$ cat src/rtl/secuenciador_rom_pkg.sv
// Shared types and default widths for the ROM address sequencer and its ROM.
package secuenciador_rom_pkg;

    localparam int AW_DEF = 2;
    localparam int DW_DEF = 4;

    typedef enum logic [1:0] {
        IDLE     = 2'd0,
        LEER     = 2'd1,
        ENTREGAR = 2'd2
    } estado_t;

endpackage

$ cat src/rtl/secuenciador_rom.sv
// Walks a programmable (wrapping) address range over the ROM and hands each
// word downstream on a valid/ready handshake. Single-pass or loop, with abort.
module secuenciador_rom
    import secuenciador_rom_pkg::*;
#(
    parameter int AW = AW_DEF,
    parameter int DW = DW_DEF
) (
    input  logic          clk,
    input  logic          rst_n,
    input  logic          start,
    input  logic          parar,
    input  logic          modo_ciclo,
    input  logic [AW-1:0] dir_ini,
    input  logic [AW-1:0] dir_fin,
    output logic [AW-1:0] address,
    input  logic [DW-1:0] datos_rom,
    output logic [DW-1:0] dato,
    output logic          valido,
    input  logic          listo,
    output logic          ocupado,
    output logic          fin
);

    estado_t       estado, estado_nxt;
    logic [AW-1:0] ptr, ini_q, fin_q;
    logic          modo_q;
    logic          fin_nxt;
    logic          acepta, ultimo;

    // ptr only moves on entry to LEER and is held in IDLE, so it doubles as
    // the ROM address and keeps the ROM input quiet between passes.
    assign address = ptr;
    assign ocupado = (estado != IDLE);
    assign acepta  = valido && listo;
    assign ultimo  = (ptr == fin_q);

    // State register.
    always_ff @(posedge clk or negedge rst_n) begin
        if (!rst_n) estado <= IDLE;
        else        estado <= estado_nxt;
    end

    // Next-state and end-of-pass pulse; parar beats everything else.
    always_comb begin
        estado_nxt = estado;
        fin_nxt    = 1'b0;
        case (estado)
            IDLE: begin
                if (start && !parar) estado_nxt = LEER;
            end
            LEER: begin
                estado_nxt = parar ? IDLE : ENTREGAR;
            end
            ENTREGAR: begin
                if (parar) begin
                    estado_nxt = IDLE;
                end else if (acepta) begin
                    if (ultimo && !modo_q) begin
                        estado_nxt = IDLE;
                        fin_nxt    = 1'b1;
                    end else begin
                        estado_nxt = LEER;
                    end
                end
            end
            default: estado_nxt = IDLE;
        endcase
    end

    // Datapath: latch range at start, capture ROM word, advance pointer.
    always_ff @(posedge clk or negedge rst_n) begin
        if (!rst_n) begin
            ptr    <= '0;
            ini_q  <= '0;
            fin_q  <= '0;
            modo_q <= 1'b0;
            dato   <= '0;
            valido <= 1'b0;
            fin    <= 1'b0;
        end else begin
            fin <= fin_nxt;
            case (estado)
                IDLE: begin
                    if (start && !parar) begin
                        ptr    <= dir_ini;
                        ini_q  <= dir_ini;
                        fin_q  <= dir_fin;
                        modo_q <= modo_ciclo;
                    end
                end
                LEER: begin
                    if (!parar) begin
                        dato   <= datos_rom;
                        valido <= 1'b1;
                    end
                end
                ENTREGAR: begin
                    if (parar) begin
                        valido <= 1'b0;
                    end else if (acepta) begin
                        valido <= 1'b0;
                        if (!ultimo)     ptr <= AW'(ptr + 1'b1);
                        else if (modo_q) ptr <= ini_q;
                    end
                end
                default: valido <= 1'b0;
            endcase
        end
    end

endmodule

$ cat config.mk
export PLATFORM = sky130hd
export DESIGN_NAME = secuenciador_rom
export DESIGN_NICKNAME = d
export VERILOG_FILES = /design/src/rtl/secuenciador_rom_pkg.sv /design/src/rtl/secuenciador_rom.sv
export SDC_FILE = /design/constraint.sdc
export NUM_CORES = 1
export LEC_CHECK = 0
export ABC_CLOCK_PERIOD_IN_PS = 1400
export CAP_MARGIN = 10
export CORE_MARGIN = 2
export CORE_UTILIZATION = 39
export DETAILED_ROUTE_END_ITERATION = 8
export MAX_ROUTING_LAYER = met4
export PLACE_DENSITY = 0.72
export SLEW_MARGIN = 20
export SYNTH_ARGS = -nofsm -noshare
export SYNTH_HDL_FRONTEND = slang
export SYNTH_SLANG_ARGS = --single-unit
$ cat constraint.sdc
create_clock -name clk -period 1.4 [get_ports clk]
set_input_delay 0.14 -clock clk [delete_from_list [all_inputs] [get_ports clk]]
set_output_delay 0.14 -clock clk [all_outputs]
set_load 0.005 [all_outputs]
# Yosys cells after proc, flatten, opt, wreduce, memory -nomap -nowiden
# Index checks and enable logic that the tools add are counted.
[word_totals] latch_bits=0 reg_bits=15 mem_bits_rw=0 out_inout_bits=9 inputBits=14 mem_bits_ro=0 elab_cells=53 memories=0
[op_classes] bitwise=2 reduce_logical=13 div=0 eq_ne=9 multipliers=0 magnitude_cmp=0 addsub=1 muxes=20 n_shift=0
[ops] cell="2-to-1 mux 2 bit" count=9
[ops] cell="2-to-1 mux 1 bit" count=8
[ops] cell="inequality test 2 bit, second input constant" count=4
[ops] cell="inequality test 3 bit, second input constant" count=2
[ops] cell="one-hot mux 2 bit (3 select lines)" count=1
[ops] cell="AND reduction 2 bit" count=3
[ops] cell="AND reduction 5 bit" count=1
[ops] cell="one-hot mux 2 bit (2 select lines)" count=1
[ops] cell="nonzero test 2 bit" count=2
[ops] cell="logical AND 1 bit" count=3
[ops] cell="one-hot mux 1 bit (3 select lines)" count=1
[ops] cell="AND reduction 3 bit" count=1
[ops] cell="adder 2 x 1 -> 2 bit, second input constant" count=1
[ops] cell="== test 2 x 1 -> 1 bit, second input constant" count=1
[ops] cell="== test 2 bit" count=1
[ops] cell="== test 2 bit, second input constant" count=1
[ops] cell="zero test 1 bit" count=2
[ops] cell="zero test 2 bit" count=1
[ops] cell="NOT 1 bit" count=2

# Depth between registers and ports, before layout
# Gate-level depths: netlist (run 1).
[logic_depth] word_depth=6 depth_mapped=4 depth_no_buf=4

# Least setup slack after synthesis (run 1)
# No wires, ideal clock.
[synth_path] kind="reg-to-reg" startpoint="reg ptr[1], in the netlist address[1]" endpoint="reg ptr[0], in the netlist address[0]" required_ps=1280 arrival_time_ps=1313 setup_time_ps=120 setup_slack_ps=-34 synth_period_minus_slack_ps=1434 path_stages_with_launch=5 path_buffers=0 cell_sequence="dfrtp_1 xnor2_1 a311oi_2 or2_2 o211a_1"
[synth_between] elab_chain_len=5 word_cells_on_any_way=7 cone_classes="eq/ne: 2; mux: 4; reduce/logical: 1"
[synth_rtl] item="start, declared" line_no="secuenciador_rom.sv:26" rtl="logic [AW-1:0] ptr, ini_q, fin_q;"
[synth_rtl] item="start signal, assigned" line_no="secuenciador_rom.sv:86" rtl="ptr <= dir_ini;"
[synth_rtl] item="start signal, assigned" line_no="secuenciador_rom.sv:103" rtl="if (!ultimo) ptr <= AW'(ptr + 1'b1);"
[synth_rtl] item="start signal, assigned" line_no="secuenciador_rom.sv:104" rtl="else if (modo_q) ptr <= ini_q;"
[synth_rtl] item="== test 2 bit (*)" line_no="secuenciador_rom.sv:36" rtl="assign ultimo = (ptr == fin_q);"
[synth_rtl] item="2-to-1 mux 2 bit" line_no="secuenciador_rom.sv:103"
[synth_rtl] item="2-to-1 mux 2 bit" line_no="secuenciador_rom.sv:101" rtl="end else if (acepta) begin"
[synth_rtl] item="2-to-1 mux 2 bit" line_no="secuenciador_rom.sv:99" rtl="if (parar) begin"
[synth_rtl] item="one-hot mux 2 bit (2 select lines)" line_no="secuenciador_rom.sv:83" rtl="case (estado)"
# Every way passes the cells marked *; elsewhere a longest branch is shown, timed or not. The select of a mux whose other input is x is not followed.
# A chain may end at the register's enable or synchronous reset.

# Final worst setup path (run 1)
[layout_path] startpoint="reg estado[0]" endpoint="reg fin_q[1]"
[layout_between] elab_chain_len=2
[layout_rtl] item="start, declared" line_no="secuenciador_rom.sv:25" rtl="estado_t estado, estado_nxt;"
[layout_rtl] item="start signal, assigned" line_no="secuenciador_rom.sv:41" rtl="else estado <= estado_nxt;"
[layout_rtl] item="zero test 2 bit" line_no="secuenciador_rom.sv:83"
[layout_rtl] item="AND reduction 2 bit (no line)"
[layout_rtl] item="end signal, assigned" line_no="secuenciador_rom.sv:88" rtl="fin_q <= dir_fin;"
[layout_rtl] item="end, declared" line_no="secuenciador_rom.sv:26"
# No other way between the ends.

==> out/qor.yml, run 1 <==
outcome: "finished, violations left"
violations: "setup timing"
cts_tree: "built"
fin_skew_ns: 0.00197
cts_made_buffers: 3
path_cells: "buf_6 -> nor4b_4 -> buf_6 -> mux2_4"
hold_viol_final: 0
grt_start_max_net_pins: 16
ys.flop_type: "dfrtp_1"
rsz0062_at_grt: "yes"
antenna_found_initial: 0
wl_met1_um: 728
slew_headroom: 0.796
setup_slack_ns: -0.0485
syn_nets: 73
io_pins: 23
highest_layer: "met4"
grt_pass1_vias: 590
whs_ns: 0.163
clockRootBuffer: "clkbuf_4"
clkTransAtPathRegs_ns: 0.08
end_kind: "flop"
yosysUniqueCellTypes: 24
wl_met2_um: 823
yosysSeqAreaShare: 0.523
vias: 606
synth_edf_count: 0
crit_path_start_kind: "flop"
grtUsageTotal: 0.170
postPlaceCellArea_um2: 1040
syn_area_um2: 718
required_ns: 1.57
dieArea_um2: 2200
ys_warn_count: 0
synthTopCellsByCount: "dfrtp_1 (15), mux2_2 (8), nor3_1 (3), o21ai_0 (3), xnor2_1 (3)"
avgViaCountPerCell: 4.81
fmax_ghz: 0.690
clkLatencyLatePin_ns: 0.28
fillers: 145
drc_errors: 0
final_util: 0.682
placement.io_buffers: 22
ant_nets: 0
h-tree-depth: 1
drive_gt1_frac: 0.386
synth_most_common_cell: "dfrtp_1"
cts_sinks: 15
core_area_um2: 1730
cts_buffer_depth: 2
drv_slew: 0
ys_ff_latch: 15
dpl_worst_slack_ns: -0.217
postSynthCellCount: 59
routed-wl-met3_um: 66
slowest_stage: "dfrtp_2"
syn_avg_cell_area_um2: 12.2
drt-total-wl_um: 1650
place_hpwl_um: 1070
rows: 15
synth_top_area_cell: "dfrtp_1"
wire_per_inst_um: 13.1
drt_iter0_drc: 6
synthArstFlopShare: 1.00
grt_overflow_total: 0
critPathMaxFanout: 6
first_pass_iters: 4
synthToLayoutAreaGrowth_pct: 63.9
grt_pass1_wl_um: 2490
p_per_area_nw_per_um2: 1360
timing.final.crit_share: 1.03
path_class: "flop to flop"
die_y_um: 46.9
irDropWorstVdd_mv: 0.815
worst_pin_slew_ns: 0.306
final_nets: 116
crit_top_cell: "buf_6"
stdcell_area_um2: 1180
setup_violations: 6
synthTopCellsByArea: "dfrtp_1 (52%), mux2_2 (13%), xnor2_1 (3.7%), nor4b_4 (3.3%), xor2_1 (2.4%)"
die_x_um: 46.9
hp-class: "input pin to async pin"
cp.arrival_ns: 1.62
cpPeakStageDelay_ns: 0.42
antennaDiodeCount: 0
post-route-min-period_ns: 1.45
synth_top_cell_area_share: 0.523
cts_hold_buf: 0
routabilityCongestion: 0.842
cellLeakagePower_nw: 0.512
start_util: 0.416
cap_violations: 0
[cells in the final DEF (no fill, tap or decap), types with 3 or more instances in the layout]
cell / synthesis / final
mux2_4: 0 / 4
dfrtp_1: 15 / 13
buf_6: 0 / 5
buf_4: 0 / 10
nor3_1: 3 / 3
clkdlybuf4s50_1: 0 / 19
clkbuf_4: 0 / 3
mux2_2: 8 / 4
[what timing repair did]
item / 4_1_cts / 5_1_grt
buffers inserted: 5 / 3
gates cloned: 0 / 1
pin swaps: 1 / 5
hold endpoints to repair: 0 / 0
gates resized for setup: 16 / 5
setup endpoints to repair: 9 / 8
[where the power goes]
| part | internal [mW] | switching (mW) |
|---|---|---|
| sequential | 0.543 | 0.0781 |
| clock | 0.111 | 0.128 |
| combinational | 0.467 | 0.269 |
[metrics by stage]
stage / cells / power (mW) / TNS (ns)
finish: 126 / 1.60 / -0.235
CTS: 123 / 1.56 / -0.0584
global placement: 114 / 1.24 / -1.43
floorplan: 59 / 0.923 / 0
global route: 126 / 1.70 / -0.615
detailed placement: 114 / 1.25 / -1.56
[registers in the layout (all words and copies together), names as in the netlist]
name / cells
dato: 4
address: 2
estado: 2
fin_q: 2
ini_q: 2
fin: 1
modo_q: 1
valido: 1
[cell type report]
cell class | count | area, um^2 | area share
Multi-Input combinational cell | 42 | 380 | 0.323
Tap cell | 25 | 31.3 | 0.0266
Timing Repair Buffer | 38 | 354 | 0.301
Clock buffer | 4 | 26.3 | 0.0223
Sequential cell | 15 | 378 | 0.321
Inverter | 2 | 7.51 | 0.00638
[critical path: cells and delay by family (launching register included)]
family / cells / cell delay [ns]
buf+inv: 2 / 0.31
mux: 1 / 0.30
simple gates: 1 / 0.31
flops: 1 / 0.42
[worst paths after layout]
kind / from / to / slack [ns] / depth (start not counted)
worst max-delay path: estado[0]$_DFFE_PN0P_ / fin_q[1]$_DFFE_PN0P_ / -0.05 / 4
worst min-delay path: rst_n / modo_q$_DFFE_PN0P_ / 0.16 / 2
worst max register to register: estado[0]$_DFFE_PN0P_ / fin_q[1]$_DFFE_PN0P_ / -0.05 / 4
worst min register to register: ini_q[1]$_DFFE_PN0P_ / ini_q[1]$_DFFE_PN0P_ / 0.51 / 1
max in group asynchronous: rst_n / estado[0]$_DFFE_PN0P_ / 1.05 / 2
min in group clk: modo_ciclo / modo_q$_DFFE_PN0P_ / 0.41 / 3
[routing by layer]
metal  up-vias  track usage
li1        296            -
met1       285        0.218
met2        19        0.258
met3         6       0.0231
met4         0       0.0944
met5         -            -
[logic make-up (layout without fill, tap and decap cells)]
kind of cell,Yosys count,after routing,synth area share
mux,8,8,0.125
simple gates,19,19,0.179
xor+xnor,5,5,0.0610
flops,15,15,0.523
buf+inv,2,44,0.0105
compound gates,10,10,0.101
No activity file was read; power rests on OpenSTA's default activity.
==> inputs of run 2 (changes only) <==
Settings changed: PLACE_DENSITY 0.72 to 0.74, SLEW_MARGIN 20 to unset.
==> out/qor.yml, run 2 (synthesis gave the netlist of run 1 again) <==
clockRootBuffer: "clkbuf_4"
core_area_um2: 1730  # unchanged
path_class: "flop to flop"
ant_nets: 0  # unchanged
die_y_um: 46.9  # unchanged
io_pins: 23  # unchanged
rsz0062_at_grt: "yes"
post-route-min-period_ns: 1.48  # +0.0297 ns
outcome: "finished, violations left"
final-seq-area_um2: 378  # unchanged
violations: "setup timing"
fmax_ghz: 0.676  # -2.0%
cellLeakagePower_nw: 0.514  # +0.44%
drive_gt1_frac: 0.380  # -0.00614
setup_slack_ns: -0.0782  # -0.0297 ns
cts_hold_buf: 0  # unchanged
grt_pass1_wl_um: 2400  # -3.6%
antenna_found_initial: 0  # unchanged
fin_skew_ns: 0.00220  # +0.000233 ns
dieArea_um2: 2200  # unchanged
vias: 613  # +1.2%
drc_errors: 0  # unchanged
slew_headroom: 0.788  # -0.00822
grt_pass1_vias: 532  # -9.8%
placement.io_buffers: 22  # unchanged
multi_input_area_um2: 373  # -2.0%
cts_sinks: 15  # unchanged
hold_viol_final: 0  # unchanged
clkLatencyLatePin_ns: 0.28  # about the same
h-tree-depth: 1  # unchanged
setup_violations: 7  # +1
layout_commonest_cell: "clkdlybuf4s50_1"
start_util: 0.416  # unchanged
place_hpwl_um: 1030  # -3.7%
avgViaCountPerCell: 4.90  # +2.0%
wire_per_inst_um: 12.8  # -2.2%
drv_slew: 0  # unchanged
cap_violations: 0  # unchanged
largest-register: "dato"
hp-class: "input pin to async pin"
worst_pin_slew_ns: 0.318  # +0.0123 ns
fin_cells: 125  # -0.79%
largest_register_ffs: 4  # unchanged
clkTransAtPathRegs_ns: 0.10  # +0.02 ns
fin_total_pwr_mw: 1.58  # -0.97%
drt_iter0_drc: 21  # +15
dp.cells: 116  # +1.8%
rows: 15  # unchanged
synthToLayoutAreaGrowth_pct: 62.2
critPathMaxFanout: 5  # -1
drt-total-wl_um: 1600  # -3.0%
cts_made_buffers: 3  # unchanged
routabilityCongestion: 0.846  # +0.38%
cts_buffer_depth: 2  # unchanged
crit_path_start_kind: "flop"
required_ns: 1.58  # about the same
timing.final.crit_share: 1.06  # +0.0212
irDropWorstVdd_mv: 0.794  # -2.6%
end_kind: "flop"
final_cell_mix: "clkdlybuf4s50_1 (18), dfrtp_1 (13), buf_4 (11)"
final_nets: 115  # -0.86%
cp.arrival_ns: 1.66  # +0.04 ns
fillers: 141  # -2.8%
p_per_area_nw_per_um2: 1360  # about the same
grt_overflow_total: 0  # unchanged
grt_start_max_net_pins: 16  # unchanged
whs_ns: 0.162  # -0.000979 ns
cts_tree: "built"
first_pass_iters: 4  # unchanged
die_x_um: 46.9  # unchanged
dpl_worst_slack_ns: -0.231  # -0.0141 ns
antennaDiodeCount: 0  # unchanged
grtUsageTotal: 0.166  # -0.00464
==> run 2: through the flow <==
step | instance area [um^2] | utilization | setup TNS (ns)
global route | 1160 | 0.675 | -0.559
detailed placement | 1060 | 0.614 | -1.77
floorplan | 733 | - | 0
CTS | 1130 | 0.657 | -0.138
global placement | 1060 | 0.614 | -1.67
finish | 1160 | 0.675 | -0.233
==> run 2: repair_timing <==
item,in CTS,in global routing
setup buffers,4,0
hold endpoints to repair,0,0
pin swaps,3,1
cloned,0,1
gates resized for setup,10,9
setup endpoints to repair,8,14
==> run 2: final cells by class <==
class                           count  share of cell area
Sequential cell                    15               0.324
Multi-Input combinational cell     42               0.320
Timing Repair Buffer               37               0.296
Tap cell                           25              0.0269
Clock buffer                        3              0.0193
Clock inverter                      1             0.00644
Inverter                            2             0.00644
==> run 2: power by group <==
| group | switching, mW | total, mW | internal [mW] |
|---|---|---|---|
| combinational | 0.248 | 0.698 | 0.450 |
| sequential | 0.0814 | 0.624 | 0.543 |
| clock | 0.149 | 0.258 | 0.108 |
==> run 2: critical path: stages, from the launching register on <==
cell and delay [ns]:
dfrtp_2 0.42, buf_6 0.13, nand4b_1 0.22, a311oi_2 0.32, o221ai_1 0.16, o211a_1 0.13
==> run 2: path summary, 6_finish.rpt <==
path | from | end | slack, ns | cells after the start
max in group asynchronous | rst_n | estado[0]$_DFFE_PN0P_ | 1.05 | 2
setup / recovery | estado[0]$_DFFE_PN0P_ | address[0]$_DFFE_PN0P_ | -0.08 | 5
hold reg to reg | dato[0]$_DFFE_PN0P_ | dato[0]$_DFFE_PN0P_ | 0.52 | 1
hold / removal | rst_n | dato[3]$_DFFE_PN0P_ | 0.16 | 2
setup reg to reg | estado[0]$_DFFE_PN0P_ | address[0]$_DFFE_PN0P_ | -0.08 | 5
min in group clk | modo_ciclo | modo_q$_DFFE_PN0P_ | 0.41 | 3
==> run 2: routing by layer <==
metal,track usage,up-vias,wire (um)
met5,-,-,0
met2,0.238,22,734
met1,0.219,294,769
li1,-,295,-
met4,0.0611,0,25
met3,0.0500,2,73
==> RTL change 1, RTL diff (flow settings as in run 2) <==
Put one more register stage on the output `address`, without a reset. The value now appears one clock later. The other outputs are not delayed to match.
--- a/src/rtl/secuenciador_rom.sv
+++ b/src/rtl/secuenciador_rom.sv
@@ -31,5 +31,7 @@
     // ptr only moves on entry to LEER and is held in IDLE, so it doubles as
     // the ROM address and keeps the ROM input quiet between passes.
-    assign address = ptr;
+    always_ff @(posedge clk) begin
+        address <= ptr;
+    end
     assign ocupado = (estado != IDLE);
     assign acepta  = valido && listo;
Formal check against the unedited RTL: not equivalent (a bounded check fails within 4 cycles, from zero or initial values and one cycle with rst_n low).
==> RTL change 1 against run 2 <==
The run still ends with negative setup slack left. Area after synthesis is 3.7% higher. Design area is 2.1% higher. Count of clock-buffer cells in the layout is 1 higher. Synthesized cell count is 1.7% higher. Utilization hardly changed. Worst hold slack better by 0.0048 ns. Clock skew hardly changed. Via count is 2.3% higher. Power is 27% higher. Sequential cell count is 2 higher. Worst setup slack worse by 0.14 ns. Wire length is 1.2% higher. Highest routed layer unchanged.
==> RTL change 1: results <==
status:
  status: "finished with violations"
  violations: "negative setup slack"
grt:
  grt_pass1_vias: 606
  grt_usage_pct: 17.1
  grt_pass1_wl_um: 2590
timing:
  fin_ws_ns: -0.222
  finClkSkew_ns: 0.00195
  final.setup.tns_ns: -1.37
  setup_viol: 8
  relSlewSlack_pct: 70.6
detailed_routing:
  vias_per_cell: 5.10
  drtIter0Drc: 5
  wl_per_cell_um: 13.2
synthesis:
  synth_fp_nets: 74
  yosysSeqAreaShare_pct: 55.8
  netlist_top_cells_area: "dfrtp_1 (50%), mux2_2 (12%), dfxtp_1 (5.4%), nor4b_4 (3.2%), nor4_1 (2.5%)"
  synthXorXnorAreaFrac_pct: 3.53
  synth_mux_area_share_pct: 13.4
  synthArstFlopShare_pct: 88.2
  ys_top_cells_by_count: "dfrtp_1 (15), mux2_2 (8), inv_1 (4)"
  synth_compound_area_share_pct: 8.57
  synth_area_per_cell_um2: 12.4
  synth.distinct_cells: 26
placed_design:
  io_buffers: 22
  place_congestion: 0.827
  dp_cells: 114
  dp.final_hpwl_um: 1120
  placed_area_mm2: 0.00105
  dp_slack_ns: -0.296
worst_setup_path:
  crit-reg2reg-launch: "estado[1]"
  r2r_slack_ns: -0.22
  rr_worst_depth: 5
  crit_family: "flip-flops"
  r2r_end: "ini_q[1]"
  arrival_ns: 1.80
power:
  leakage_nw: 0.518
  ir_drop_mv: 0.997
  switching_power_mw: 0.635
finish:
  fillers: 147
  antenna_cells: 0
  final_cells: 123
  drive_gt1_share_pct: 37.8
die:
  dieArea_mm2: 0.00227
clocking:
  clock_latency_ns: 0.28
  htree_levels: 1
==> RTL change 1: repair_timing <==
action | 4_1_cts | 5_1_grt
endpoints found under the hold margin | 0 | 0
gates cloned | 0 | 0
setup endpoints to repair | 11 | 10
resized for setup | 18 | 8
buffers inserted | 4 | 1
pin swaps | 0 | 3
==> RTL change 1: layout make-up <==
class | count | area [µm²] | area share (%)
Inverter | 4 | 15.0 | 1.26
Multi-Input combinational cell | 39 | 372 | 31.2
Timing Repair Buffer | 34 | 328 | 27.5
Tap cell | 25 | 31.3 | 2.63
Clock buffer | 4 | 26.3 | 2.21
Sequential cell | 17 | 418 | 35.1
==> RTL change 1: worst min-delay path by stage <==
stage / start / end / slack, ns
floorplan: rst_n / dato[0] / -0.16
global placement: rst_n / dato[0] / 0.47
detailed placement: rst_n / dato[0] / 0.48
CTS: rst_n / dato[0] / 0.17
global route: rst_n / dato[0] / 0.17
finish: rst_n / dato[0] / 0.17
==> RTL change 1: kinds of logic after synthesis <==
group                     count (synthesis)
xor gates and xnor gates                  3
DFF                                      17
muxes                                     9
buffers and inverters                     4
AOI/OAI and AO/OA                        10
and+or+nand+nor                          17
==> RTL change 1: routing by layer <==
layer  global-route usage, %  part of all wire, %  vias up
met5                       -                    0        -
li1                        -                    -      291
met1                    20.1                   42      312
met3                    3.40                  5.6        4
met2                    28.8                   51       20
met4                    5.95                  1.0        0
==> RTL change 1: power by group through the flow <==
stage	sequential [mW]	clock (mW)	combinational [mW]
6_report	0.810	0.255	0.944
5_1_grt	0.837	0.289	1.03
4_1_cts	0.813	0.261	0.903
3_5_place_dp	0.822	0	0.792
3_3_place_gp	0.812	0	0.775
2_1_floorplan	0.825	0	0.370
==> RTL change 2, RTL diff (config.mk and constraints of run 2) <==
Without the edit above. The package constant `AW_DEF` goes from 2 to 1.
--- a/src/rtl/secuenciador_rom_pkg.sv
+++ b/src/rtl/secuenciador_rom_pkg.sv
@@ -2,5 +2,5 @@
 package secuenciador_rom_pkg;
 
-    localparam int AW_DEF = 2;
+    localparam int AW_DEF = 1;
     localparam int DW_DEF = 4;
 
Interface: changed (resized address, dir_fin and dir_ini); port bits go from 23 to 20. No check against the original RTL was run, so the function may have changed too.
==> RTL change 2 against run 2 <==
The flow still finishes with violations (negative setup slack). Utilization shrank 1.6 points. Area after synthesis shrank 17%. Design area decreased by 17%. Worst setup slack better by 0.0071 ns. Power shrank 25%. Sequential power is 21% lower. Sequential cell count shrank 3. Wire length decreased by 11%. Maximum frequency rose by 0.48%. Critical endpoint is now address. Largest power group is now registers.
==> RTL change 2: results <==
status:
  status: "finished with violations"
  violations: "negative setup slack"
power:
  clkPwrFrac_pct: 17.7
  switching_power_mw: 0.341
  ir_drop_mv: 0.700
  leakage_nw: 0.427
detailed_routing:
  drtIter0Drc: 18
  highest_layer: "met4"
  wl_met2_um: 666
  vias_per_cell: 5.16
  met3_length_um: 59
  drt-met1-wl_um: 671
  drt_wl_total_um: 1420
  first_pass_iters: 4
grt:
  grt_pass1_vias: 541
  antenna_found_initial: 0
  grt_usage_pct: 17.7
  grt_pass1_wl_um: 2300
  grt_max_degree: 13
finish:
  nets: 100
  reg_top3: "dato (4), estado (2)"
  drive_gt1_share_pct: 38.4
  antenna_cells: 0
  fillers: 119
placed_design:
  io_buffers: 19
  placed_area_um2: 853
  dp.final_hpwl_um: 1010
  place_congestion: 0.829
timing:
  holdWs_ns: 0.226
  finClkSkew_ns: 0.00570
  worst_pin_slew_ns: 0.556
  setup_viol: 2
  fin_ws_ns: -0.0712
clocking:
  path_clk_slew_ns: 0.07
  htree_levels: 1
  clock_latency_ns: 0.27
  numCtsBuffers: 3
worst_setup_path:
  slowest_stage: "dfrtp_2"
  cp_max_fo: 5
  slowest_delay_ns: 0.44
synthesis:
  yosysSeqAreaShare_pct: 50.5
  netlist_top_cells_area: "dfrtp_1 (51%), mux2_2 (7.6%), nor4b_4 (4.0%), a211oi_4 (3.4%), inv_1 (3.2%)"
  ys_top_cells_by_count: "dfrtp_1 (12), inv_1 (5), mux2_2 (4)"
  synth_fp_nets: 65
  synth.distinct_cells: 27
==> RTL change 2: critical path: cells and delay by family (launching register included) <==
family                 cells  cell delay [ns]
AOI/OAI and AO/OA          2             0.37
buffers and inverters      1             0.13
DFF                        1             0.44
and+or+nand+nor            2             0.43
==> RTL change 2: cells by family after synthesis <==
group	Yosys count	synth area share, %
flip-flops	12	50.5
AO/OA/AOI/OAI	12	15.2
AND/OR/NAND/NOR	18	21.1
buffers and inverters	6	3.79
multiplexers	5	9.47
==> RTL change 2: power groups by stage <==
stage,registers [mW],logic (mW),clock network [mW]
6_report,0.494,0.485,0.210
5_1_grt,0.510,0.518,0.233
4_1_cts,0.488,0.437,0.213
3_5_place_dp,0.499,0.409,0
3_3_place_gp,0.494,0.400,0
2_1_floorplan,0.501,0.164,0
==> RTL change 2: final cells by class <==
cell class                      instances  area [µm²]  area share, %
Sequential cell                        12         304           31.4
Timing Repair Buffer                   31         292           30.1
Clock buffer                            3        22.5           2.32
Inverter                                5        18.8           1.94
Multi-Input combinational cell         35         313           32.3
Tap cell                               16        20.0           2.06
==> RTL change 2: what timing repair did <==
action / 4_1_cts / 5_1_grt
setup buffers: 5 / 0
cloned: 0 / 0
endpoints found under the setup margin: 3 / 11
hold endpoints to repair: 0 / 0
resized for setup: 6 / 15
pin swaps: 3 / 6
==> RTL change 2: final timing paths <==
check	depth (start not counted)	start	end
worst min register to register	1	dato[2]	dato[2]
worst min-delay path	1	rst_n	fin
worst max-delay path	5	estado[0]	address
worst max register to register	5	estado[0]	address
min in group clk	3	dir_fin	fin_q
max in group asynchronous	1	rst_n	estado[0]
==> RTL change 2: per-layer routing <==
| layer | global-route usage [%] | vias to the layer above |
|---|---|---|
| met2 | 26.1 | 16 |
| met3 | 2.98 | 2 |
| met1 | 22.6 | 251 |
| met4 | 10.9 | 0 |
| met5 | - | - |
| li1 | - | 257 |
==> RTL change 2: through the flow <==
step	setup WS (ns)	setup TNS, ns	cells
2_1_floorplan	-0.0305	-0.0305	53
3_3_place_gp	-0.210	-1.14	94
3_5_place_dp	-0.229	-1.23	94
4_1_cts	-0.0835	-0.0875	102
5_1_grt	-0.143	-0.273	102
6_report	-0.0712	-0.0917	102
